**config.mk**
```make
export PLATFORM = sky130hd
export DESIGN_NAME = tt_rebot449_lingret_alu_seq_flat
export DESIGN_NICKNAME = d
export VERILOG_FILES = /design/src/rtl/tt_rebot449_lingret_alu_seq_if.sv /design/src/rtl/tt_rebot449_lingret_alu_seq.sv /design/src/flat_wrapper.sv
export SDC_FILE = /design/constraint.sdc
export NUM_CORES = 1
export LEC_CHECK = 0
export BUFFER_PORTS_ARGS = -buffer_cell sky130_fd_sc_hd__clkbuf_2
export CORE_MARGIN = 1
export CORE_UTILIZATION = 55
export CTS_CLUSTER_SIZE = 8
export DETAILED_ROUTE_END_ITERATION = 7
export GPL_TIMING_DRIVEN = 0
export PLACE_DENSITY = 0.87
export SYNTH_ARGS = -nofsm -noshare
export SYNTH_HDL_FRONTEND = slang
export SYNTH_SLANG_ARGS = --single-unit
```
**constraint.sdc**
```tcl
create_clock -name i_clk -period 2.5 [get_ports i_clk]
set_input_delay 0.5 -clock i_clk [delete_from_list [all_inputs] [get_ports i_clk]]
set_output_delay 0.5 -clock i_clk [all_outputs]
set_load 0.02 [all_outputs]
```
**src/rtl/tt_rebot449_lingret_alu_seq_if.sv**
```systemverilog
// Byte-stream, ALU-drive and result-port signals of the lingret ALU sequencer.
// The master modport is the sequencer side; slave is the surrounding bus/ALU.
interface tt_rebot449_lingret_alu_seq_if;
  logic [7:0] i_byte;
  logic       i_valid;
  logic       o_ready;
  logic [7:0] o_alu_instr;
  logic [7:0] o_alu_a;
  logic [7:0] o_alu_b;
  logic [7:0] i_alu_result;
  logic [7:0] o_result;
  logic       o_result_valid;
  logic       i_result_ack;
  logic       o_busy;

  modport master (
    input  i_byte, i_valid, i_alu_result, i_result_ack,
    output o_ready, o_alu_instr, o_alu_a, o_alu_b, o_result, o_result_valid, o_busy
  );

  modport slave (
    output i_byte, i_valid, i_alu_result, i_result_ack,
    input  o_ready, o_alu_instr, o_alu_a, o_alu_b, o_result, o_result_valid, o_busy
  );
endinterface

```
**src/rtl/tt_rebot449_lingret_alu_seq.sv**
```systemverilog
// Lingret ALU issuing sequencer: collects opcode/A/B bytes, drives the ALU,
// waits EXEC_CYCLES, then captures the result into the accumulator.
module tt_rebot449_lingret_alu_seq #(
  parameter int EXEC_CYCLES = 1,
  parameter bit HOLD_RESULT = 1'b1
) (
  input logic i_clk,
  input logic i_rst,
  tt_rebot449_lingret_alu_seq_if.master bus
);

  typedef enum logic [2:0] {S_OP, S_A, S_B, S_EXEC, S_DONE} state_t;

  state_t     state_reg, state_next;
  logic [7:0] instr_reg, instr_next;
  logic [7:0] a_reg, a_next;
  logic [7:0] b_reg, b_next;
  logic [7:0] result_reg, result_next;
  logic       valid_reg, valid_next;
  logic       busy_reg, busy_next;
  logic [3:0] cnt_reg, cnt_next;
  logic       ready;
  logic       xfer;

  assign ready = (state_reg == S_OP) || (state_reg == S_A) || (state_reg == S_B);
  assign xfer  = ready && bus.i_valid;

  always_comb begin
    state_next  = state_reg;
    instr_next  = instr_reg;
    a_next      = a_reg;
    b_next      = b_reg;
    result_next = result_reg;
    valid_next  = valid_reg;
    busy_next   = busy_reg;
    cnt_next    = cnt_reg;
    case (state_reg)
      S_OP: begin
        if (xfer) begin
          instr_next = bus.i_byte;
          busy_next  = 1'b1;
          // CHAIN bit: the accumulator becomes operand A and S_A is skipped
          if (bus.i_byte[3]) begin
            a_next     = result_reg;
            state_next = S_B;
          end else begin
            state_next = S_A;
          end
        end
      end
      S_A: begin
        if (xfer) begin
          a_next     = bus.i_byte;
          state_next = S_B;
        end
      end
      S_B: begin
        if (xfer) begin
          b_next     = bus.i_byte;
          cnt_next   = 4'(EXEC_CYCLES - 1);
          state_next = S_EXEC;
        end
      end
      S_EXEC: begin
        if (cnt_reg == 4'd0) begin
          result_next = bus.i_alu_result;
          valid_next  = 1'b1;
          state_next  = S_DONE;
        end else begin
          cnt_next = cnt_reg - 4'd1;
        end
      end
      S_DONE: begin
        if (!HOLD_RESULT || bus.i_result_ack) begin
          valid_next = 1'b0;
          busy_next  = 1'b0;
          state_next = S_OP;
        end
      end
      default: state_next = S_OP;
    endcase
  end

  always_ff @(posedge i_clk or posedge i_rst) begin
    if (i_rst) begin
      state_reg  <= S_OP;
      instr_reg  <= 8'h00;
      a_reg      <= 8'h00;
      b_reg      <= 8'h00;
      result_reg <= 8'h00;
      valid_reg  <= 1'b0;
      busy_reg   <= 1'b0;
      cnt_reg    <= 4'd0;
    end else begin
      state_reg  <= state_next;
      instr_reg  <= instr_next;
      a_reg      <= a_next;
      b_reg      <= b_next;
      result_reg <= result_next;
      valid_reg  <= valid_next;
      busy_reg   <= busy_next;
      cnt_reg    <= cnt_next;
    end
  end

  assign bus.o_ready        = ready;
  assign bus.o_alu_instr    = instr_reg;
  assign bus.o_alu_a        = a_reg;
  assign bus.o_alu_b        = b_reg;
  assign bus.o_result       = result_reg;
  assign bus.o_result_valid = valid_reg;
  assign bus.o_busy         = busy_reg;

endmodule
```
**src/flat_wrapper.sv**
```systemverilog
// flat-port wrapper written by rule: the top's interface ports become plain ports
module tt_rebot449_lingret_alu_seq_flat 
#(
  parameter int EXEC_CYCLES = 1,
  parameter bit HOLD_RESULT = 1'b1
)
  (i_clk, i_rst, bus_i_byte, bus_i_valid, bus_i_alu_result, bus_i_result_ack, bus_o_ready, bus_o_alu_instr, bus_o_alu_a, bus_o_alu_b, bus_o_result, bus_o_result_valid, bus_o_busy);
  tt_rebot449_lingret_alu_seq_if bus_i ();
  input logic i_clk;
  input logic i_rst;
  input wire logic [$bits(bus_i.i_byte)-1:0] bus_i_byte;
  input wire logic [$bits(bus_i.i_valid)-1:0] bus_i_valid;
  input wire logic [$bits(bus_i.i_alu_result)-1:0] bus_i_alu_result;
  input wire logic [$bits(bus_i.i_result_ack)-1:0] bus_i_result_ack;
  output wire logic [$bits(bus_i.o_ready)-1:0] bus_o_ready;
  output wire logic [$bits(bus_i.o_alu_instr)-1:0] bus_o_alu_instr;
  output wire logic [$bits(bus_i.o_alu_a)-1:0] bus_o_alu_a;
  output wire logic [$bits(bus_i.o_alu_b)-1:0] bus_o_alu_b;
  output wire logic [$bits(bus_i.o_result)-1:0] bus_o_result;
  output wire logic [$bits(bus_i.o_result_valid)-1:0] bus_o_result_valid;
  output wire logic [$bits(bus_i.o_busy)-1:0] bus_o_busy;
  assign bus_i.i_byte = bus_i_byte;
  assign bus_i.i_valid = bus_i_valid;
  assign bus_i.i_alu_result = bus_i_alu_result;
  assign bus_i.i_result_ack = bus_i_result_ack;
  assign bus_o_ready = bus_i.o_ready;
  assign bus_o_alu_instr = bus_i.o_alu_instr;
  assign bus_o_alu_a = bus_i.o_alu_a;
  assign bus_o_alu_b = bus_i.o_alu_b;
  assign bus_o_result = bus_i.o_result;
  assign bus_o_result_valid = bus_i.o_result_valid;
  assign bus_o_busy = bus_i.o_busy;
  tt_rebot449_lingret_alu_seq #(.EXEC_CYCLES(EXEC_CYCLES), .HOLD_RESULT(HOLD_RESULT)) u_core (.i_clk(i_clk), .i_rst(i_rst), .bus(bus_i));
endmodule
```
==> flow_summary.yaml, run 1 <==
detailed_routing:
  totalWireLength_um: 3770
  postRouteAntennaNets: 0
  drc: 0
  drt-initial-drc-count: 33
  first_pass_iters: 4
  vias: 1297
  wl_per_cell_um: 15.7
  routed_via_density: 5.40
sta:
  post-route-period-util_pct: 74.8
  slew_viol_final: 0
  min_period_ps: 1870
  finalHoldViolCount: 0
  finalSetupViolations: 0
  fin_tns_setup_ps: 0
  tightest_slew_ps: 823
  clock_skew_ps: 6.16
  fmax_mhz: 535
  rsz0062_at_grt: "no"
  relSlewSlack_pct: 45.1
floorplanning:
  num_io_pins: 55
  num_rows: 21
  start_util_pct: 57.7
  die_area_sq_um: 3740
  die_h_um: 61.2
  die_w_um: 61.2
  core-area_sq_um: 3340
finish:
  layout_common_cells: "clkbuf_2 (54), dfrtp_1 (41), mux2_1 (23), mux2_4 (15)"
  finalNetCount: 214
  layout_commonest_cell: "clkbuf_2"
  drive_gt1_share_pct: 47.4
  layoutNonFillerInstCount: 240
  fin_util_pct: 69.1
  n_fill_cell: 259
  area.growth.synth_to_final_pct: 19.7
  antenna_cells: 0
grt:
  grt_overflow: 0
  grt_pass1_vias: 1327
  grt_first_pass_wirelength_um: 5950
  antenna_found_initial: 0
  grt_use_total_pct: 22.8
  grt_max_degree: 42
clock_network:
  cts_resized: 0
  postCtsHoldBufs: 0
  cts_max_level: 2
  clk_pin_slew_ps: 120
  cts_tree: "built"
  cts_root_buf: "clkbuf_4"
  cts.sinks: 41
  cts.path.max_buffers: 2
  post-cts-setup-buffer-count: 0
  clk_latency_ps: 350
  cts_made_buffers: 5
synthesis:
  ys_seq_area_share_pct: 53.3
  syn_area_per_cell_sq_um: 14.6
  ys_warn_count: 0
  synth_cells: 132
  synth_area_sq_um: 1930
  ys_types: 36
  synth_fp_nets: 153
  ys_seq_elements: 41
power_and_ir_drop:
  p_leak_nw: 1.15
  peakVddDrop_mv: 0.695
  p_per_area_nw_per_um2: 1420
worst_setup_path:
  r2r-start: "u_core.cnt_reg[0]"
  crit_arrival_ps: 1370
  crit_end: "bus_o_ready"
  required_ps: 2000
  critPathKind: "reg -> out"
  crit_start: "u_core.state_reg[0]"
  reg2regPathDepth: 6
  r2r_slack_ps: 670
  cp-start-kind: "flip-flop"
  end_kind: "output pin"
  crit_path_max_fanout: 10
  rr_endpoint: "u_core.bus.o_result[3]"
worst_hold_path:
  hp-class: "in -> async"
placed_design:
  port_buffers: 54
  hpwl_um: 2770
  placedCellCount: 232
  gp_congestion: 0.760
outcome:
  outcome: "complete, no violations"
job:
  cap_viol_max_count: 0
==> synth_stat cells (all sizes together) <==
library cell	number	area, sq um
nor3	2	15.0
or4	1	7.51
a22o	2	17.5
o211ai	1	7.51
buf	7	68.8
o221a	1	11.3
nand3	1	5.00
a21oi	3	15.0
a21bo	1	10.0
and3	2	12.5
nor2b	2	15.0
o31ai	1	7.51
mux2	40	507
a31o	1	8.76
ha	1	12.5
o21ai	2	21.3
nand3b	1	7.51
nor3b	2	37.5
nand2	2	7.51
dfrtp	41	1030
and4bb	1	12.5
mux2i	1	10.0
a31oi	2	12.5
o21a	2	15.0
and3b	1	8.76
nor2	4	15.0
o2bb2ai	1	8.76
inv	6	22.5
==> final cells by class <==
class / count / area, sq um / area share (%)
timing repair buffer: 54 / 270 / 11.7
clock buffer: 6 / 41.3 / 1.79
sequential: 41 / 1030 / 44.5
inverter: 6 / 22.5 / 0.977
multi-input combinational: 78 / 808 / 35.1
clock inverter: 2 / 10.0 / 0.434
tap: 46 / 57.6 / 2.50
buffer: 7 / 68.8 / 2.99
==> worst max-delay path, cell delays in order (launching register included) <==
cell	delay, ps
dfrtp_1	440
buf_2	200
a21oi_1	180
clkbuf_2	190
==> logic make-up after synthesis <==
kind of cell	count (synthesis)	share of synthesized area, %
multiplexers	41	26.8
flip-flops	41	53.3
AND/OR/NAND/NOR	19	7.47
AO/OA/AOI/OAI	17	7.02
buffers and inverters	13	4.74
adder cells (fa/ha/maj)	1	0.650
==> report_power, final <==
part	total [mW]	switching, mW	internal [mW]
combinational	1.75	0.930	0.819
clock	0.315	0.208	0.107
sequential	1.20	0.214	0.987
==> stage by stage <==
stage | worst slack, ps | hold slack (ps) | cell area (sq um) | total power [mW]
after floorplan | 877 | 526 | 1930 | 2.46
after global placement | 630 | 468 | 2250 | 2.90
after detailed placement | 692 | 476 | 2250 | 2.97
after CTS | 613 | 298 | 2300 | 3.29
after global routing | 543 | 341 | 2300 | 3.48
final | 629 | 281 | 2300 | 3.27
==> worst min-delay path by stage <==
stage	to	slack (ps)
2_1_floorplan	u_core.cnt_reg[1]	530
3_3_place_gp	u_core.bus.o_alu_b[2]	470
3_5_place_dp	u_core.bus.o_alu_instr[0]	480
4_1_cts	u_core.bus.o_alu_a[3]	300
5_1_grt	u_core.bus.o_alu_b[5]	340
6_report	u_core.bus.o_alu_b[5]	280
==> routing by layer <==
metal	GRT usage, %	share of wire [%]	up-vias	wire, um
li1	-	-	599	-
met1	25.7	42	643	1590
met2	40.7	51	50	1930
met3	6.51	5.3	5	200
met4	8.77	1.4	0	54
met5	0	0	-	0
Power figures use the tool's default switching activity.
==> inputs of run 2 (changes only) <==
--- a/config.mk
+++ b/config.mk
@@ -5,13 +5,14 @@
 export SDC_FILE = /design/constraint.sdc
 export NUM_CORES = 1
 export LEC_CHECK = 0
+export ABC_AREA = 1
 export BUFFER_PORTS_ARGS = -buffer_cell sky130_fd_sc_hd__clkbuf_2
 export CORE_MARGIN = 1
-export CORE_UTILIZATION = 55
+export CORE_UTILIZATION = 51
 export CTS_CLUSTER_SIZE = 8
 export DETAILED_ROUTE_END_ITERATION = 7
 export GPL_TIMING_DRIVEN = 0
-export PLACE_DENSITY = 0.87
+export PLACE_DENSITY = 0.81
 export SYNTH_ARGS = -nofsm -noshare
 export SYNTH_HDL_FRONTEND = slang
 export SYNTH_SLANG_ARGS = --single-unit
==> constraint.sdc (replaced) <==
create_clock -name i_clk -period 1.75 [get_ports i_clk]
set_input_delay 0.35 -clock i_clk [delete_from_list [all_inputs] [get_ports i_clk]]
set_output_delay 0.35 -clock i_clk [all_outputs]
set_load 0.02 [all_outputs]
==> flow_summary.yaml, run 2 <==
synthesis:
  synth_fp_nets: 235
  synth_cells: 214
  ys_seq_area_share_pct: 52.9
  synth_common_cells: "nand2_1 (65), dfrtp_1 (41), inv_1 (29)"
  synth-edff-count: 0
  ys.flop_type: "dfrtp_1"
  yosysMostFrequentCell: "nand2_1"
  syn_area_per_cell_sq_um: 9.06
  synthTopCellsByArea: "dfrtp_1 (53%), nand2_1 (13%), o21ai_2 (7.2%), o21ai_0 (6.7%), inv_1 (5.6%)"
  ys_warn_count: 0
  synth_area_sq_um: 1940
  async_flop_share_pct: 100
  ys_seq_elements: 41
  synth.largest_area_cell: "dfrtp_1"
  yosysTopAreaCellShare_pct: 52.9
  ys_types: 23
sta:
  finalSetupViolations: 0
  rsz0062_at_grt: "no"
  min_period_ps: 1570
  hold_ws_ps: 200
  relSlewSlack_pct: 44.0
  slew_viol_final: 0
  post-route-period-util_pct: 89.5
  finalHoldViolCount: 0
  tightest_slew_ps: 838
  clock_skew_ps: 7.99
  fmax_mhz: 639
worst_setup_path:
  critPathKind: "reg -> out"
  crit_chain: "a21oi_1 > clkbuf_2"
  cp-start-kind: "flip-flop"
  crit_path_max_fanout: 7
  path_delay_family: "flip-flops"
  crit_arrival_ps: 1220
  end_kind: "output pin"
  slowest_stage: "dfrtp_1"
  required_ps: 1400
  r2r_slack_ps: 250
  critical_path.max_stage_delay_ps: 510
  critPathBufInv: 1
finish:
  finalNetCount: 296
  drive_gt1_share_pct: 34.1
  fin_util_pct: 65.1
  antenna_cells: 0
  layout_common_cells: "nand2_1 (65), clkbuf_2 (54), dfrtp_1 (41), inv_1 (28), o21ai_0 (26)"
  layout_commonest_cell: "nand2_1"
  area.growth.synth_to_final_pct: 23.0
power_and_ir_drop:
  p_sw_mw: 2.19
  seq_power_share_pct: 35.0
  peakVddDrop_mv: 1.03
  p_leak_nw: 1.29
  p_int_mw: 2.71
  p_total_mw: 4.90
  clockPowerShare_pct: 16.1
  p_per_area_nw_per_um2: 2050
  p_sw_share_pct: 44.6
  power_frac_comb_pct: 49.0
grt:
  grt_use_total_pct: 21.8
  grt_pass1_vias: 1440
  grt_max_degree: 42
  grt_overflow: 0
  antenna_found_initial: 0
  grt_first_pass_wirelength_um: 6650
floorplanning:
  die_area_sq_um: 4050
  start_util_pct: 52.9
  num_io_pins: 55
  die_w_um: 63.6
  core-area_sq_um: 3660
  num_rows: 22
  die_h_um: 63.6
clock_network:
  cts_made_buffers: 5
  cts_resized: 0
  cts.sinks: 41
  cts.path.max_buffers: 2
  clk_latency_ps: 300
  postCtsHoldBufs: 0
  cts_root_buf: "clkbuf_8"
  cts_tree: "built"
  clk_pin_slew_ps: 80
  cts_max_level: 2
  post-cts-setup-buffer-count: 0
placed_design:
  gp_congestion: 0.798
  port_buffers: 54
  hpwl_um: 2860
detailed_routing:
  drc: 1
  routed_via_density: 4.95
  totalWireLength_um: 3900
  first_pass_iters: 6
  vias: 1605
  wl_per_cell_um: 12.0
  drt-initial-drc-count: 64
  postRouteAntennaNets: 0
outcome:
  outcome: "complete, but fails checks"
  violations: "DRC"
worst_hold_path:
  hp-class: "in -> async"
job:
  cap_viol_max_count: 0
run 2: changes by cell type after synthesis, moves of 7 or more:
cell,change
inv_1,+24
mux2_1,-23
mux2_4,-15
nand2_1,+63
nand3_1,+7
o21ai_0,+25
o21ai_2,+16
run 2: metrics by stage:
step                cells  worst slack, ps  TNS, ps  area [sq um]
detailed placement    316              277        0          2270
global route          324             94.8        0          2380
global placement      316            -30.9    -1220          2270
finish                324              185        0          2380
floorplan             214              437        0          1940
CTS                   324              182        0          2380
run 2: worst reg2reg max path: stages, from the launching register on:
cell     delay, ps
dfrtp_1        360
inv_1          130
ha_1           280
nand3_1        130
nand2_1        220
nand2_2        120
nand2_1         70
o21ai_0         70
run 2: path summary, 6_finish.rpt:
path                       cells after the start                 startpoint                        end
min                                            2                      i_rst  u_core.bus.o_alu_instr[2]
min in group i_clk                             3        bus_i_alu_result[1]     u_core.bus.o_result[1]
max reg2reg                                    7          u_core.cnt_reg[0]          u_core.cnt_reg[2]
max                                            2        u_core.state_reg[2]                bus_o_ready
min reg2reg                                    2  u_core.bus.o_alu_instr[4]  u_core.bus.o_alu_instr[4]
max in group asynchronous                      2                      i_rst  u_core.bus.o_alu_instr[3]
run 2: layout make-up:
type | instances | area, sq um
clock inverters | 1 | 30.0
fillers | 307 | 1280
repair buffers | 54 | 270
clock buffers | 7 | 86.3
multi-input cells | 138 | 746
flip-flops and latches | 41 | 1030
inverters | 29 | 109
plain buffers | 6 | 57.6
well taps | 48 | 60.1
run 2: metal layers:
metal / vias to the layer above / global-route usage [%] / share of wire [%]
li1: 803 / - / -
met1: 758 / 27.1 / 46
met2: 38 / 35.4 / 48
met3: 6 / 5.43 / 4.2
met4: 0 / 9.94 / 1.7
met5: - / 0 / 0
run 2: logic make-up after synthesis:
group / count (synthesis) / synth area share [%]
adder cells (fa/ha/maj): 1 / 0.645
AO/OA/AOI/OAI: 47 / 16.7
flip-flops: 41 / 52.9
AND/OR/NAND/NOR: 89 / 20.7
XOR/XNOR: 1 / 0.452
buffers and inverters: 35 / 8.59
run 2: power by group through the flow:
stage	combinational, mW	sequential, mW	clock (mW)
6_report	2.40	1.71	0.787
2_1_floorplan	1.31	2.14	0
5_1_grt	2.69	1.76	0.850
4_1_cts	2.42	1.72	0.794
3_3_place_gp	2.36	1.71	0
3_5_place_dp	2.41	1.73	0
